## config.mk

```make
export PLATFORM = sky130hd
export DESIGN_NAME = fifo_wr_sched_flat
export DESIGN_NICKNAME = d
export VERILOG_FILES = /design/src/rtl/fifo_wr_sched_pkg.sv /design/src/rtl/fifo_wr_sched_if.sv /design/src/rtl/fifo_wr_sched_rr_arbiter.sv /design/src/rtl/fifo_wr_sched.sv /design/src/flat_wrapper.sv
export SDC_FILE = /design/constraint.sdc
export NUM_CORES = 1
export LEC_CHECK = 0
export ABC_AREA = 1
export CAP_MARGIN = 20
export CORE_ASPECT_RATIO = 0.6
export CORE_MARGIN = 1
export CORE_UTILIZATION = 38
export DETAILED_ROUTE_END_ITERATION = 6
export PLACE_DENSITY_LB_ADDON = 0.12
export SLEW_MARGIN = 20
export SYNTH_ARGS = -nofsm -noshare
export SYNTH_HDL_FRONTEND = slang
export SYNTH_HIERARCHICAL = 1
export SYNTH_SLANG_ARGS = --single-unit
```

## constraint.sdc

```tcl
create_clock -name wclk -period 9.2 [get_ports wclk]
set_clock_uncertainty 0.2 [all_clocks]
set_input_delay 1.84 -clock wclk [delete_from_list [all_inputs] [get_ports wclk]]
set_output_delay 1.84 -clock wclk [all_outputs]
set_load 0.05 [all_outputs]
```

## src/rtl/fifo_wr_sched_pkg.sv

```systemverilog
// Shared types and pointer helpers for the async FIFO write-side controller.
// Gray helpers work on a wide container; callers truncate to their pointer width.
package fifo_wr_sched_pkg;

    localparam int FIFO_ADDR_WIDTH = 4;
    localparam int FIFO_DATA_WIDTH = 32;
    localparam int PTR_MAX_W       = 16;

    typedef logic [PTR_MAX_W-1:0] ptr_max_t;

    typedef enum logic {
        ST_IDLE   = 1'b0,
        ST_LOCKED = 1'b1
    } wr_state_e;

    function automatic ptr_max_t bin2gray(input ptr_max_t b);
        return b ^ (b >> 1);
    endfunction

    // Upper zero bits of a narrower pointer leave the prefix-xor unchanged.
    function automatic ptr_max_t gray2bin(input ptr_max_t g);
        ptr_max_t b;
        b = '0;
        b[PTR_MAX_W-1] = g[PTR_MAX_W-1];
        for (int i = PTR_MAX_W - 2; i >= 0; i--) begin
            b[i] = b[i+1] ^ g[i];
        end
        return b;
    endfunction

endpackage

```

## src/rtl/fifo_wr_sched_if.sv

```systemverilog
// Packet-source bundle: NREQ parallel valid/ready beat streams into the write scheduler.
// A beat on lane i transfers on a wclk edge where req_valid[i] & req_ready[i]; sources hold it until then.
interface fifo_wr_sched_if #(
    parameter int NREQ       = 4,
    parameter int DATA_WIDTH = 32
);
    logic [NREQ-1:0]            req_valid;
    logic [NREQ-1:0]            req_last;
    logic [NREQ*DATA_WIDTH-1:0] req_data;
    logic [NREQ-1:0]            req_ready;

    modport master (
        output req_valid,
        output req_last,
        output req_data,
        input  req_ready
    );

    modport slave (
        input  req_valid,
        input  req_last,
        input  req_data,
        output req_ready
    );
endinterface

```

## src/rtl/fifo_wr_sched_rr_arbiter.sv

```systemverilog
// Round-robin pick: first asserted request at or above rr_ptr_i, wrapping modulo NREQ.
module fifo_wr_sched_rr_arbiter #(
    parameter  int NREQ = 4,
    localparam int IW   = $clog2(NREQ)
) (
    input  logic [NREQ-1:0] req_i,
    input  logic [IW-1:0]   rr_ptr_i,
    output logic [NREQ-1:0] gnt_oh_o,
    output logic [IW-1:0]   gnt_idx_o
);

    logic found;

    always_comb begin
        found     = 1'b0;
        gnt_idx_o = '0;
        // k is the distance above rr_ptr_i; smallest distance wins.
        for (int k = 0; k < NREQ; k++) begin
            for (int i = 0; i < NREQ; i++) begin
                if (!found && req_i[i] && (((i - int'(rr_ptr_i) + NREQ) % NREQ) == k)) begin
                    found     = 1'b1;
                    gnt_idx_o = IW'(i);
                end
            end
        end
        gnt_oh_o = found ? (NREQ'(1) << gnt_idx_o) : '0;
    end

endmodule

```

## src/rtl/fifo_wr_sched.sv

```systemverilog
// Async FIFO write-domain controller: round-robin packet arbitration onto the single
// RAM write port, binary/Gray write pointers, and full/almost-full/level from wq2_rptr.
module fifo_wr_sched
    import fifo_wr_sched_pkg::*;
#(
    parameter  int ADDR_WIDTH = FIFO_ADDR_WIDTH,
    parameter  int DATA_WIDTH = FIFO_DATA_WIDTH,
    parameter  int NREQ       = 4,
    parameter  int AFULL_TH   = 12,
    localparam int PW         = ADDR_WIDTH + 1,
    localparam int IW         = $clog2(NREQ)
) (
    input  logic                  wclk,
    input  logic                  wrst_n,
    fifo_wr_sched_if.slave        req_if,
    input  logic [PW-1:0]         wq2_rptr_i,
    output logic                  mem_wen_o,
    output logic [ADDR_WIDTH-1:0] mem_waddr_o,
    output logic [DATA_WIDTH-1:0] mem_wdata_o,
    output logic [PW-1:0]         wptr_o,
    output logic                  wfull_o,
    output logic                  wafull_o,
    output logic [PW-1:0]         wlevel_o,
    output logic [IW-1:0]         grant_id_o,
    output wr_state_e             state_o
);

    wr_state_e       state_q, state_d;
    logic [IW-1:0]   rr_ptr_q, rr_ptr_d;
    logic [IW-1:0]   gid_q, gid_d;
    logic [PW-1:0]   wbin_q, wbin_d;
    logic [PW-1:0]   wgray_q, wgray_d;
    logic [PW-1:0]   wlevel_q, wlevel_d;
    logic            wfull_q, wfull_d;
    logic            wafull_q, wafull_d;
    logic [PW-1:0]   rbin;

    logic [NREQ-1:0] arb_oh, grant_oh, ready, beat_acc;
    logic [IW-1:0]   arb_idx, grant;
    logic            push, push_last;

    fifo_wr_sched_rr_arbiter #(.NREQ(NREQ)) u_arb (
        .req_i     (req_if.req_valid),
        .rr_ptr_i  (rr_ptr_q),
        .gnt_oh_o  (arb_oh),
        .gnt_idx_o (arb_idx)
    );

    // While locked the grant stays on the packet owner even if it idles a cycle.
    always_comb begin
        grant     = (state_q == ST_LOCKED) ? gid_q : arb_idx;
        grant_oh  = (state_q == ST_LOCKED) ? (NREQ'(1) << gid_q) : arb_oh;
        ready     = grant_oh & ((state_q == ST_LOCKED) ? {NREQ{1'b1}} : req_if.req_valid);
        ready     = ready & {NREQ{~wfull_q & wrst_n}};
        beat_acc  = ready & req_if.req_valid;
        push      = |beat_acc;
        push_last = |(beat_acc & req_if.req_last);
        mem_wdata_o = '0;
        for (int i = 0; i < NREQ; i++) begin
            if (grant_oh[i]) begin
                mem_wdata_o = req_if.req_data[i*DATA_WIDTH +: DATA_WIDTH];
            end
        end
    end

    always_comb begin
        state_d  = state_q;
        rr_ptr_d = rr_ptr_q;
        gid_d    = gid_q;
        if (push) begin
            gid_d = grant;
            if (push_last) begin
                state_d  = ST_IDLE;
                rr_ptr_d = (grant == IW'(NREQ - 1)) ? '0 : grant + IW'(1);
            end else begin
                state_d = ST_LOCKED;
            end
        end
    end

    // Full compares the next Gray pointer against the read pointer with its top two bits flipped.
    always_comb begin
        wbin_d   = wbin_q + PW'(push);
        wgray_d  = PW'(bin2gray(ptr_max_t'(wbin_d)));
        rbin     = PW'(gray2bin(ptr_max_t'(wq2_rptr_i)));
        wfull_d  = (wgray_d == {~wq2_rptr_i[PW-1:PW-2], wq2_rptr_i[PW-3:0]});
        wlevel_d = wbin_d - rbin;
        wafull_d = (wlevel_d >= PW'(AFULL_TH));
    end

    always_ff @(posedge wclk or negedge wrst_n) begin
        if (!wrst_n) begin
            state_q  <= ST_IDLE;
            rr_ptr_q <= '0;
            gid_q    <= '0;
            wbin_q   <= '0;
            wgray_q  <= '0;
            wlevel_q <= '0;
            wfull_q  <= 1'b0;
            wafull_q <= 1'b0;
        end else begin
            state_q  <= state_d;
            rr_ptr_q <= rr_ptr_d;
            gid_q    <= gid_d;
            wbin_q   <= wbin_d;
            wgray_q  <= wgray_d;
            wlevel_q <= wlevel_d;
            wfull_q  <= wfull_d;
            wafull_q <= wafull_d;
        end
    end

    assign req_if.req_ready = ready;
    assign mem_wen_o        = push;
    assign mem_waddr_o      = wbin_q[ADDR_WIDTH-1:0];
    assign wptr_o           = wgray_q;
    assign wfull_o          = wfull_q;
    assign wafull_o         = wafull_q;
    assign wlevel_o         = wlevel_q;
    assign grant_id_o       = push ? grant : gid_q;
    assign state_o          = state_q;

endmodule

```

## src/flat_wrapper.sv

```systemverilog
// flat-port wrapper written by rule: the top's interface ports become plain ports
module fifo_wr_sched_flat import fifo_wr_sched_pkg::*;
#(
    parameter  int ADDR_WIDTH = FIFO_ADDR_WIDTH,
    parameter  int DATA_WIDTH = FIFO_DATA_WIDTH,
    parameter  int NREQ       = 4,
    parameter  int AFULL_TH   = 12,
    localparam int PW         = ADDR_WIDTH + 1,
    localparam int IW         = $clog2(NREQ)
)
  (wclk, wrst_n, wq2_rptr_i, mem_wen_o, mem_waddr_o, mem_wdata_o, wptr_o, wfull_o, wafull_o, wlevel_o, grant_id_o, state_o, req_if_req_valid, req_if_req_last, req_if_req_data, req_if_req_ready);
  fifo_wr_sched_if #(.NREQ(NREQ), .DATA_WIDTH(DATA_WIDTH)) req_if_i ();
  input  logic wclk;
  input  logic wrst_n;
  input  logic [PW-1:0] wq2_rptr_i;
  output logic mem_wen_o;
  output logic [ADDR_WIDTH-1:0] mem_waddr_o;
  output logic [DATA_WIDTH-1:0] mem_wdata_o;
  output logic [PW-1:0] wptr_o;
  output logic wfull_o;
  output logic wafull_o;
  output logic [PW-1:0] wlevel_o;
  output logic [IW-1:0] grant_id_o;
  output wr_state_e state_o;
  input wire logic [$bits(req_if_i.req_valid)-1:0] req_if_req_valid;
  input wire logic [$bits(req_if_i.req_last)-1:0] req_if_req_last;
  input wire logic [$bits(req_if_i.req_data)-1:0] req_if_req_data;
  output wire logic [$bits(req_if_i.req_ready)-1:0] req_if_req_ready;
  assign req_if_i.req_valid = req_if_req_valid;
  assign req_if_i.req_last = req_if_req_last;
  assign req_if_i.req_data = req_if_req_data;
  assign req_if_req_ready = req_if_i.req_ready;
  fifo_wr_sched #(.ADDR_WIDTH(ADDR_WIDTH), .DATA_WIDTH(DATA_WIDTH), .NREQ(NREQ), .AFULL_TH(AFULL_TH)) u_core (.wclk(wclk), .wrst_n(wrst_n), .req_if(req_if_i), .wq2_rptr_i(wq2_rptr_i), .mem_wen_o(mem_wen_o), .mem_waddr_o(mem_waddr_o), .mem_wdata_o(mem_wdata_o), .wptr_o(wptr_o), .wfull_o(wfull_o), .wafull_o(wafull_o), .wlevel_o(wlevel_o), .grant_id_o(grant_id_o), .state_o(state_o));
endmodule
```

# Word level (Yosys, flattened, before mapping)
# Index checks and enable logic that the tools add are counted.
# word_totals
reg_bits	22
input_bits	143
output_inout_bits	56
elab_cells	151
# op_classes
addsub	11
n_lt_le_gt_ge	1
n_eq_ne	14
shift	2
n_mux	42
bitwise	16
reduce_logical	57
# ops
op	n
logical NOT 32 bit	4
two-way mux 32 bit	4
two-way mux 2 bit	17
logical AND 1 bit	31
equality test 3 bit, second input constant	8
adder 3 x 4 -> 5 bit, second input constant	4
two-way mux 1 bit	18
bitwise AND 4 bit	4
logical NOT 1 bit	15
equality test 3 x 2 -> 1 bit, second input constant	4
two-way mux 4 bit	3
OR reduction 2 bit	4
OR reduction 4 bit	2
left shift 1 x 2 -> 4 bit, first input constant	2
subtractor 1 x 2 -> 3 bit, first input constant	2
subtractor 2 x 2 -> 3 bit, first input constant	2
adder 5 x 1 -> 5 bit	1
bitwise AND 1 bit	5
equality test 5 bit	1
>= comparator 5 x 4 -> 1 bit, second input constant	1
subtractor 5 bit	1
bitwise XOR 5 x 4 -> 5 bit	1
bitwise XOR 1 bit	4
adder 2 x 1 -> 2 bit, second input constant	1
4 further kinds	4

# Logic depth before layout (Yosys ltp)
# Gate-level depths: netlist of the first run.
# logic_depth
ltp_word	77
mapped_depth	32

# By module
# Netlist of the first run, hierarchy kept.
# modules_own_cells
mod	instances	cells_per_inst	area_each_um2
fifo_wr_sched	1	375	2296.0
fifo_wr_sched_rr_arbiter	1	68	372.9

# Worst setup path before layout of the first run
# No wires, ideal clock.
# synth_path
kind	input to output
startpoint	in req_if_req_valid[3]
endpoint	out grant_id_o[1]
arrival_time_ns	5.254
required_ns	7.160
setup_slack_ns	1.906
cell_stages	17
n_path_buf	0
cell_sequence	nand3_1 > nand2_2 > nor2_4 > nand4_4 > nor2_2 > nand4_4 > nor2_1 > nor2_1 > nand2_2 > inv_2 > nand2_1 > nor2_2 > o21ai_1 > a21oi_4 > nand3_1 > nand4_1 > o21ai_0
# synth_via
elab_chain_cells	59
elab_cells_between_ends	74
# synth_rtl
item	line	text
start: declaration	flat_wrapper.sv:25	input wire logic [$bits(req_if_i.req_valid)-1:0] req_if_req_valid;
logical AND 1 bit (2 in a row)	fifo_wr_sched_rr_arbiter.sv:20	if (!found && req_i[i] && (((i - int'(rr_ptr_i) + NREQ) % NREQ) == k)) begin
two-way mux 1 bit	fifo_wr_sched_rr_arbiter.sv:20	
logical NOT 1 bit	fifo_wr_sched_rr_arbiter.sv:20	
logical AND 1 bit (2 in a row)	fifo_wr_sched_rr_arbiter.sv:20	
two-way mux 1 bit	fifo_wr_sched_rr_arbiter.sv:20	
logical NOT 1 bit	fifo_wr_sched_rr_arbiter.sv:20	
logical AND 1 bit (2 in a row)	fifo_wr_sched_rr_arbiter.sv:20	
two-way mux 1 bit	fifo_wr_sched_rr_arbiter.sv:20	
[42 not listed]	--	
net u_core.arb_oh[0]	fifo_wr_sched.sv:38	logic [NREQ-1:0] arb_oh, grant_oh, ready, beat_acc;
two-way mux 4 bit (*)	fifo_wr_sched.sv:52	grant_oh = (state_q == ST_LOCKED) ? (NREQ'(1) << gid_q) : arb_oh;
bitwise AND 4 bit (*)	fifo_wr_sched.sv:53	ready = grant_oh & ((state_q == ST_LOCKED) ? {NREQ{1'b1}} : req_if.req_valid);
bitwise AND 4 bit (*)	fifo_wr_sched.sv:54	ready = ready & {NREQ{~wfull_q & wrst_n}};
bitwise AND 4 bit (*)	fifo_wr_sched.sv:55	beat_acc = ready & req_if.req_valid;
OR reduction 4 bit (*)	fifo_wr_sched.sv:56	push = |beat_acc;
net mem_wen_o	flat_wrapper.sv:16	output logic mem_wen_o;
two-way mux 2 bit (*)	fifo_wr_sched.sv:120	assign grant_id_o = push ? grant : gid_q;
end: declaration	flat_wrapper.sv:23	output logic [IW-1:0] grant_id_o;
# The timed path passes the listed nets; every way through them passes the cells marked *.

# Final worst setup path of the first run
# layout_path
startpoint	in req_if_req_valid[1]
endpoint	out grant_id_o[0]
# layout_via
elab_chain_cells	67
elab_cells_between_ends	84
# layout_rtl
item	line	text
logical AND 1 bit (2 in a row)	fifo_wr_sched_rr_arbiter.sv:20	
two-way mux 1 bit	fifo_wr_sched_rr_arbiter.sv:20	
logical NOT 1 bit	fifo_wr_sched_rr_arbiter.sv:20	
logical AND 1 bit (2 in a row)	fifo_wr_sched_rr_arbiter.sv:20	
two-way mux 1 bit	fifo_wr_sched_rr_arbiter.sv:20	
logical NOT 1 bit	fifo_wr_sched_rr_arbiter.sv:20	
logical AND 1 bit (2 in a row)	fifo_wr_sched_rr_arbiter.sv:20	
two-way mux 1 bit	fifo_wr_sched_rr_arbiter.sv:20	
[49 not listed]	--	
two-way mux 4 bit (*)	fifo_wr_sched_rr_arbiter.sv:26	gnt_oh_o = found ? (NREQ'(1) << gnt_idx_o) : '0;
net u_core.arb_oh[1]	fifo_wr_sched.sv:38	
two-way mux 4 bit (*)	fifo_wr_sched.sv:52	
bitwise AND 4 bit (*)	fifo_wr_sched.sv:53	
bitwise AND 4 bit (*)	fifo_wr_sched.sv:54	
bitwise AND 4 bit (*)	fifo_wr_sched.sv:55	
OR reduction 4 bit (*)	fifo_wr_sched.sv:56	
two-way mux 2 bit (*)	fifo_wr_sched.sv:120	
# Marks and branches as above.

==> results of run 1 <==
## per-stage QoR
step | instance area [µm²] | instances | hold WS, ns | utilization (%)
floorplan | 2670 | 443 | 0.350 | -
global placement | 4660 | 708 | 0.351 | 69.3
detailed placement | 4660 | 708 | 0.379 | 69.3
CTS | 4740 | 712 | 0.399 | 70.5
global route | 4740 | 712 | 0.425 | 70.5
finish | 4740 | 712 | 0.401 | 70.5
## cells in the mapped netlist (2+ instances only)
library cell and number:
a21oi_1 64, and2_1 2, buf_2 10, buf_4 7
clkbuf_1 5, dfrtp_1 21, ha_1 6, inv_1 39
inv_2 4, nand2_1 110, nand2_2 7, nand3_1 58
nand4_1 5, nand4_4 2, nor2_1 22, nor2_2 2
nor2_4 2, nor3_1 5, nor3_2 2, o21ai_0 15
o21ai_1 26, o22ai_1 2, xnor2_1 2, xor2_1 10
## cell families after synthesis
kind of cell             after synthesis
flip-flops                            21
adder cells (fa/ha/maj)                6
buffers and inverters                 68
AND/OR/NAND/NOR                      221
AO/OA/AOI/OAI                        114
XOR/XNOR                              13
## layout make-up
| cell class | count | area, µm² | share of cell area, % |
|---|---|---|---|
| clock buffers | 3 | 75.1 | 1.58 |
| clock inverters | 1 | 5.00 | 0.105 |
| inverters | 44 | 165 | 3.48 |
| multi-input cells | 354 | 1850 | 39.1 |
| flip-flops and latches | 21 | 526 | 11.1 |
| well taps | 87 | 109 | 2.29 |
| repair buffers | 202 | 2010 | 42.4 |
## worst max-delay path: stages
cell             delay, ns
clkdlybuf4s50_1       0.56
nand3_1               0.20
nand2_2               0.08
nor2_4                0.13
nand4_4               0.11
nor2_2                0.14
nand4_4               0.12
nor2_4                0.12
nand4_1               0.11
nand2_2               0.12
inv_2                 0.06
nand3_1               0.06
inv_1                 0.05
nand2_2               0.46
o21ai_2               0.12
nand3_1               0.13
nand4_1               0.30
a31oi_1               0.38
clkdlybuf4s50_1       0.86
## sequential cells by signal (all words and copies together), names as in the netlist
name and count:
u_core/gid_q 2, u_core/rr_ptr_q 2, u_core/state_o 1, u_core/wafull_o 1, u_core/wbin_q 5, u_core/wfull_o 1, u_core/wlevel_o 5, u_core/wptr_o 4
## placed cells by master, fill, tap and decap left out, types with 2 or more instances in the layout
cell type,count
a21oi_1,64
and2_1,2
buf_4,4
clkbuf_16,3
clkdlybuf4s50_1,198
dfrtp_1,21
ha_1,6
inv_1,39
inv_2,4
nand2_1,110
nand2_2,7
nand3_1,58
nand4_1,5
nand4_4,2
nor2_1,22
nor2_2,2
nor2_4,2
nor3_1,5
nor3_2,2
o21ai_0,15
o21ai_1,25
o21ai_4,2
o22ai_1,2
xnor2_1,2
xor2_1,10
## worst min-delay path by stage
| stage | start | end | slack [ns] |
|---|---|---|---|
| after floorplan | u_core/rr_ptr_q[0] | u_core/rr_ptr_q[0] | 0.35 |
| after global placement | u_core/wbin_q[4] | u_core/wbin_q[4] | 0.35 |
| after detailed placement | u_core/wbin_q[4] | u_core/wbin_q[4] | 0.38 |
| after CTS | u_core/wbin_q[0] | u_core/wbin_q[0] | 0.40 |
| after global routing | u_core/wbin_q[0] | u_core/wbin_q[0] | 0.42 |
| final | u_core/wbin_q[0] | u_core/wbin_q[0] | 0.40 |
## per-layer routing
metal  vias to the layer above  part of all wire, %  GRT usage [%]
li1                       1842                    -              -
met1                      1698                   42           37.5
met2                       185                   48           48.8
met3                        10                  8.7           6.75
met4                         0                 0.63           4.11
met5                         -                    0              0
==> summary.md, run 1 <==
| Metric | Value |
|---|---|
| Outcome | completed |
| Cts bufs inserted | 3 |
| Via count | 3735 |
| Port bufs | 198 |
| Distinct cells, synth | 39 |
| Final-report max-slew violation count | 0 |
| # H-tree levels | 1 |
| Synth Instances | 443 |
| Worst setup endpoint | grant_id_o[0] |
| Row count | 23 |
| Ys async rst share | 100% |
| GRT overflow | 0 |
| # setup viols final | 0 |
| Synth Area in Compound Gates | 22.8% |
| Area share of fa/ha/maj cells after synthesis | 2.81% |
| Cell count of the worst hold path | 1 |
| Clk Latency, worst-skew pair | 0.26 ns |
| Drt total wl | 11.1 mm |
| N_diodes | 0 |
| DR pass1 iterations | 5 |
| Detailed placement HPWL | 8.70 mm |
| CTS clk-pin slew, worst paths | 0.06 ns |
| Vias in the first global route | 3382 |
| Synth-to-Final Area Change | 77.8% |
| Yosys reg bits | 21 |
| Syn_nets | 592 |
| Post-synth EDFFs | 0 |
| Largest net degree at the start of global routing | 66 |
| Hold crit path type | reg -> reg |
| Initial core utilization | 39.6% |
| Mux cell area share after synthesis | 0% |
| Combinational family with the most area after synthesis | simple AND/OR/NAND/NOR gates |
| Final Net Count | 775 |
| Top cell type's share of synthesized area | 19.7% |
| Worst reg2reg path depth | 29 |
| Worst setup EP type | output port |
| Main synth FF type | dfrtp_1 |
| CTS sink cnt | 21 |
| Clock buffer depth | 2 |
| Crit-path max FO | 33 |
| Worst setup margin | 1.17 ns |
| Final Hold Fails | 0 |
| CP Launch Point | req_if_req_valid[1] |
| Post CTS Setup Buffer Count | 0 |
| Core area | 6730 µm² |
| Wirelength per Cell | 15.6 µm |
| Fill count | 613 |
| Max-Cap Viols | 0 |
| Actual slew at the worst max-slew pin | 0.904 ns |
| Initial DRC count | 308 |
| Max Clock Freq | 0.125 GHz |
| Pre-CTS setup slack | 1.23 ns |
| Initial antenna violation count | 0 |
| Yosys top cell by area | dfrtp_1 |
| Crit Path Class | in -> out |
| RSZ-0062 raised after global routing | false |
| Detail Route Antenna Nets | 0 |
| Clock root cell | clkbuf_16 |
| Final Wtd Congestion | 0.868 |
| Cell area after synthesis | 2670 µm² |
| Post-synthesis sequential area ratio | 19.7% |
| I/O pin cnt | 199 |
| Startpoint type of the worst setup path | primary input |
| Ratio of cells with drive above 1 in the final layout | 5.60% |
| Largest cells by area after synthesis | dfrtp_1, nand2_1, a21oi_1 |
| Vias per cell | 5.25 |
| Critical Path AT | 5.99 ns |
| Synth Area in XOR/XNOR | 4.55% |
| Critical R2R Capture | u_core/wlevel_o[3] |
| Post-synthesis simple-gate area fraction | 38.9% |
| DIE WIDTH | 110 µm |
| Die Y | 66.9 µm |
| Crit share post-route | 87.2% |
| PostCTS Resize Cnt | 0 |
| Total Neg Setup Slack | 0 ns |
| CTS tree | done |
| R2r setup slk | 4.18 ns |
| Die area | 7370 µm² |
| Slew margin rel. | 39.5% |
| Drt drc | 0 |
| Launching point of the worst reg2reg path | u_core/rr_ptr_q[0] |
| First-pass GRT wire length | 16.4 mm |
| Ys Warns | 6 |
| Worst path required time | 7.16 ns |
| Minimum clock period | 8.03 ns |
| Hold_buf cts | 0 |
| Mean post-synth cell area | 6.02 µm² |
| Tot GR Track Use | 28.6% |
Power of run 1 is not shown: default switching activity piles up to over one toggle a cycle in this logic, so the estimate is an artifact.
==> run 2: changes to the inputs <==
Settings changed: CORE_MARGIN 1 to 4, CTS_CLUSTER_SIZE from default to 14.
==> summary.md, run 2 (synthesized netlist as in run 1, its figures left out) <==
| Metric | Value |
|---|---|
| Outcome | completed |
| Detail Route Antenna Nets | 0 |
| CTS tree | done |
| Final Hold Fails | 0 |
| Vias per cell | 5.20 |
| Cell count of the worst hold path | 1 |
| Total Neg Setup Slack | 0 ns |
| Slew margin rel. | 36.6% |
| Die area | 8470 µm² |
| Dpl cells | 708 |
| Final-report max-slew violation count | 0 |
| Vias in the first global route | 3656 |
| Ratio of cells with drive above 1 in the final layout | 5.60% |
| Hold_buf cts | 0 |
| Worst hold start | u_core/wbin_q[4] |
| Crit Path Class | in -> out |
| Worst reg2reg path depth | 29 |
| Slowest CP cell | clkdlybuf4s50_1 |
| Most common cell after layout, fill and taps aside | clkdlybuf4s50_1 |
| Actual slew at the worst max-slew pin | 0.948 ns |
| Initial DRC count | 277 |
| Clk Latency, worst-skew pair | 0.25 ns |
| DIE WIDTH | 116 µm |
| Core area | 6730 µm² |
| RSZ-0062 raised after global routing | false |
| Via count | 3700 |
| Worst path required time | 7.16 ns |
| Synth-to-Final Area Change | 77.8% |
| I/O pin cnt | 199 |
| Final Net Count | 775 |
| Launching point of the worst reg2reg path | u_core/rr_ptr_q[1] |
| Fill count | 575 |
| PostCTS Resize Cnt | 0 |
| CTS clk-pin slew, worst paths | 0.06 ns |
| Final Wtd Congestion | 0.921 |
| Largest net degree at the start of global routing | 66 |
| GRT overflow | 0 |
| WP buf/inv | 4 |
| Clock buffer depth | 2 |
| Initial core utilization | 39.6% |
| Pre-CTS setup slack | 1.21 ns |
| Worst setup EP type | output port |
| Post CTS Setup Buffer Count | 0 |
| Startpoint type of the worst setup path | primary input |
| Crit share post-route | 87.4% |
| Max Clock Freq | 0.124 GHz |
| Critical R2R Capture | u_core/wlevel_o[3] |
| Max stage delay on crit path | 0.86 ns |
| Crit-path max FO | 33 |
| CP Launch Point | req_if_req_valid[1] |
| N_diodes | 0 |
| Initial antenna violation count | 0 |
| Die Y | 72.9 µm |
| Post-Layout Cell Count | 712 |
| Drt drc | 0 |
| Hold worst-path end | u_core/wbin_q[4] |
| Row count | 23 |
| CP cell instances | clkdlybuf4s50_1 -> nand3_1 -> nand2_2 -> nor2_4 -> nand4_4 -> nor2_2 -> nand4_4 -> nor2_4 -> nand4_1 -> nand2_2 -> inv_2 -> nand3_1 -> inv_1 -> nand2_2 -> o21ai_2 -> nand3_1 -> nand4_1 -> a31oi_1 -> clkdlybuf4s50_1 |
| CTS sink cnt | 21 |
| Most frequent cells in the layout | clkdlybuf4s50_1, nand2_1, a21oi_1 |
| First-pass GRT wire length | 17.6 mm |
| DR pass1 iterations | 5 |
| Worst setup margin | 1.15 ns |
| Minimum clock period | 8.05 ns |
| Largest delay contributor family on the critical path | simple AND/OR/NAND/NOR gates |
| Max-Cap Viols | 0 |
| Cts bufs inserted | 3 |
| Hold crit path type | reg -> reg |
| # setup viols final | 0 |
| Clock root cell | clkbuf_16 |
| # H-tree levels | 1 |
| Detailed placement HPWL | 9.20 mm |
| Hold_ws | 0.360 ns |
| Port bufs | 198 |
| R2r setup slk | 4.22 ns |
| Wirelength per Cell | 16.0 µm |
| Tot GR Track Use | 26.0% |
| Drt total wl | 11.4 mm |
| Critical Path AT | 6.01 ns |
-- run 2: cell type report --
class | instances | area (µm²) | share of cell area (%)
clock inverters | 1 | 5.00 | 0.105
clock buffers | 3 | 75.1 | 1.58
well taps | 87 | 109 | 2.29
multi-input cells | 354 | 1850 | 39.1
flip-flops and latches | 21 | 526 | 11.1
inverters | 44 | 165 | 3.48
repair buffers | 202 | 2010 | 42.4
-- run 2: worst max-delay path by stage --
stage                    end  slack (ns)  depth (start not counted)
6_report       grant_id_o[0]        1.15                         19
5_1_grt        grant_id_o[0]        0.83                         19
4_1_cts        grant_id_o[0]        1.19                         19
3_5_place_dp   grant_id_o[0]        1.21                         19
3_3_place_gp   grant_id_o[0]        1.31                         17
2_1_floorplan  grant_id_o[1]        1.91                         17
-- run 2: worst register-to-register path, delay by kind of cell, from the launching register on --
family / cells / cell delay, ns
fa+ha+maj: 3 / 0.87
compound gates: 1 / 0.15
flops: 1 / 0.48
buf+inv: 5 / 0.32
simple gates: 20 / 2.85
-- run 2: stage by stage --
step                utilization [%]  instance area [µm²]
finish                         70.5                 4740
global route                   70.5                 4740
CTS                            70.5                 4740
detailed placement             69.3                 4660
global placement               69.3                 4660
floorplan                         -                 2670
-- run 2: layer usage --
| layer | track usage [%] | vias up | routed length (µm) |
|---|---|---|---|
| met2 | 41.6 | 183 | 5300 |
| li1 | - | 1845 | - |
| met4 | 6.18 | 0 | 232 |
| met5 | 0 | - | 0 |
| met3 | 6.96 | 18 | 1000 |
| met1 | 35.2 | 1654 | 4870 |
Power of run 2 is left out for the same reason.
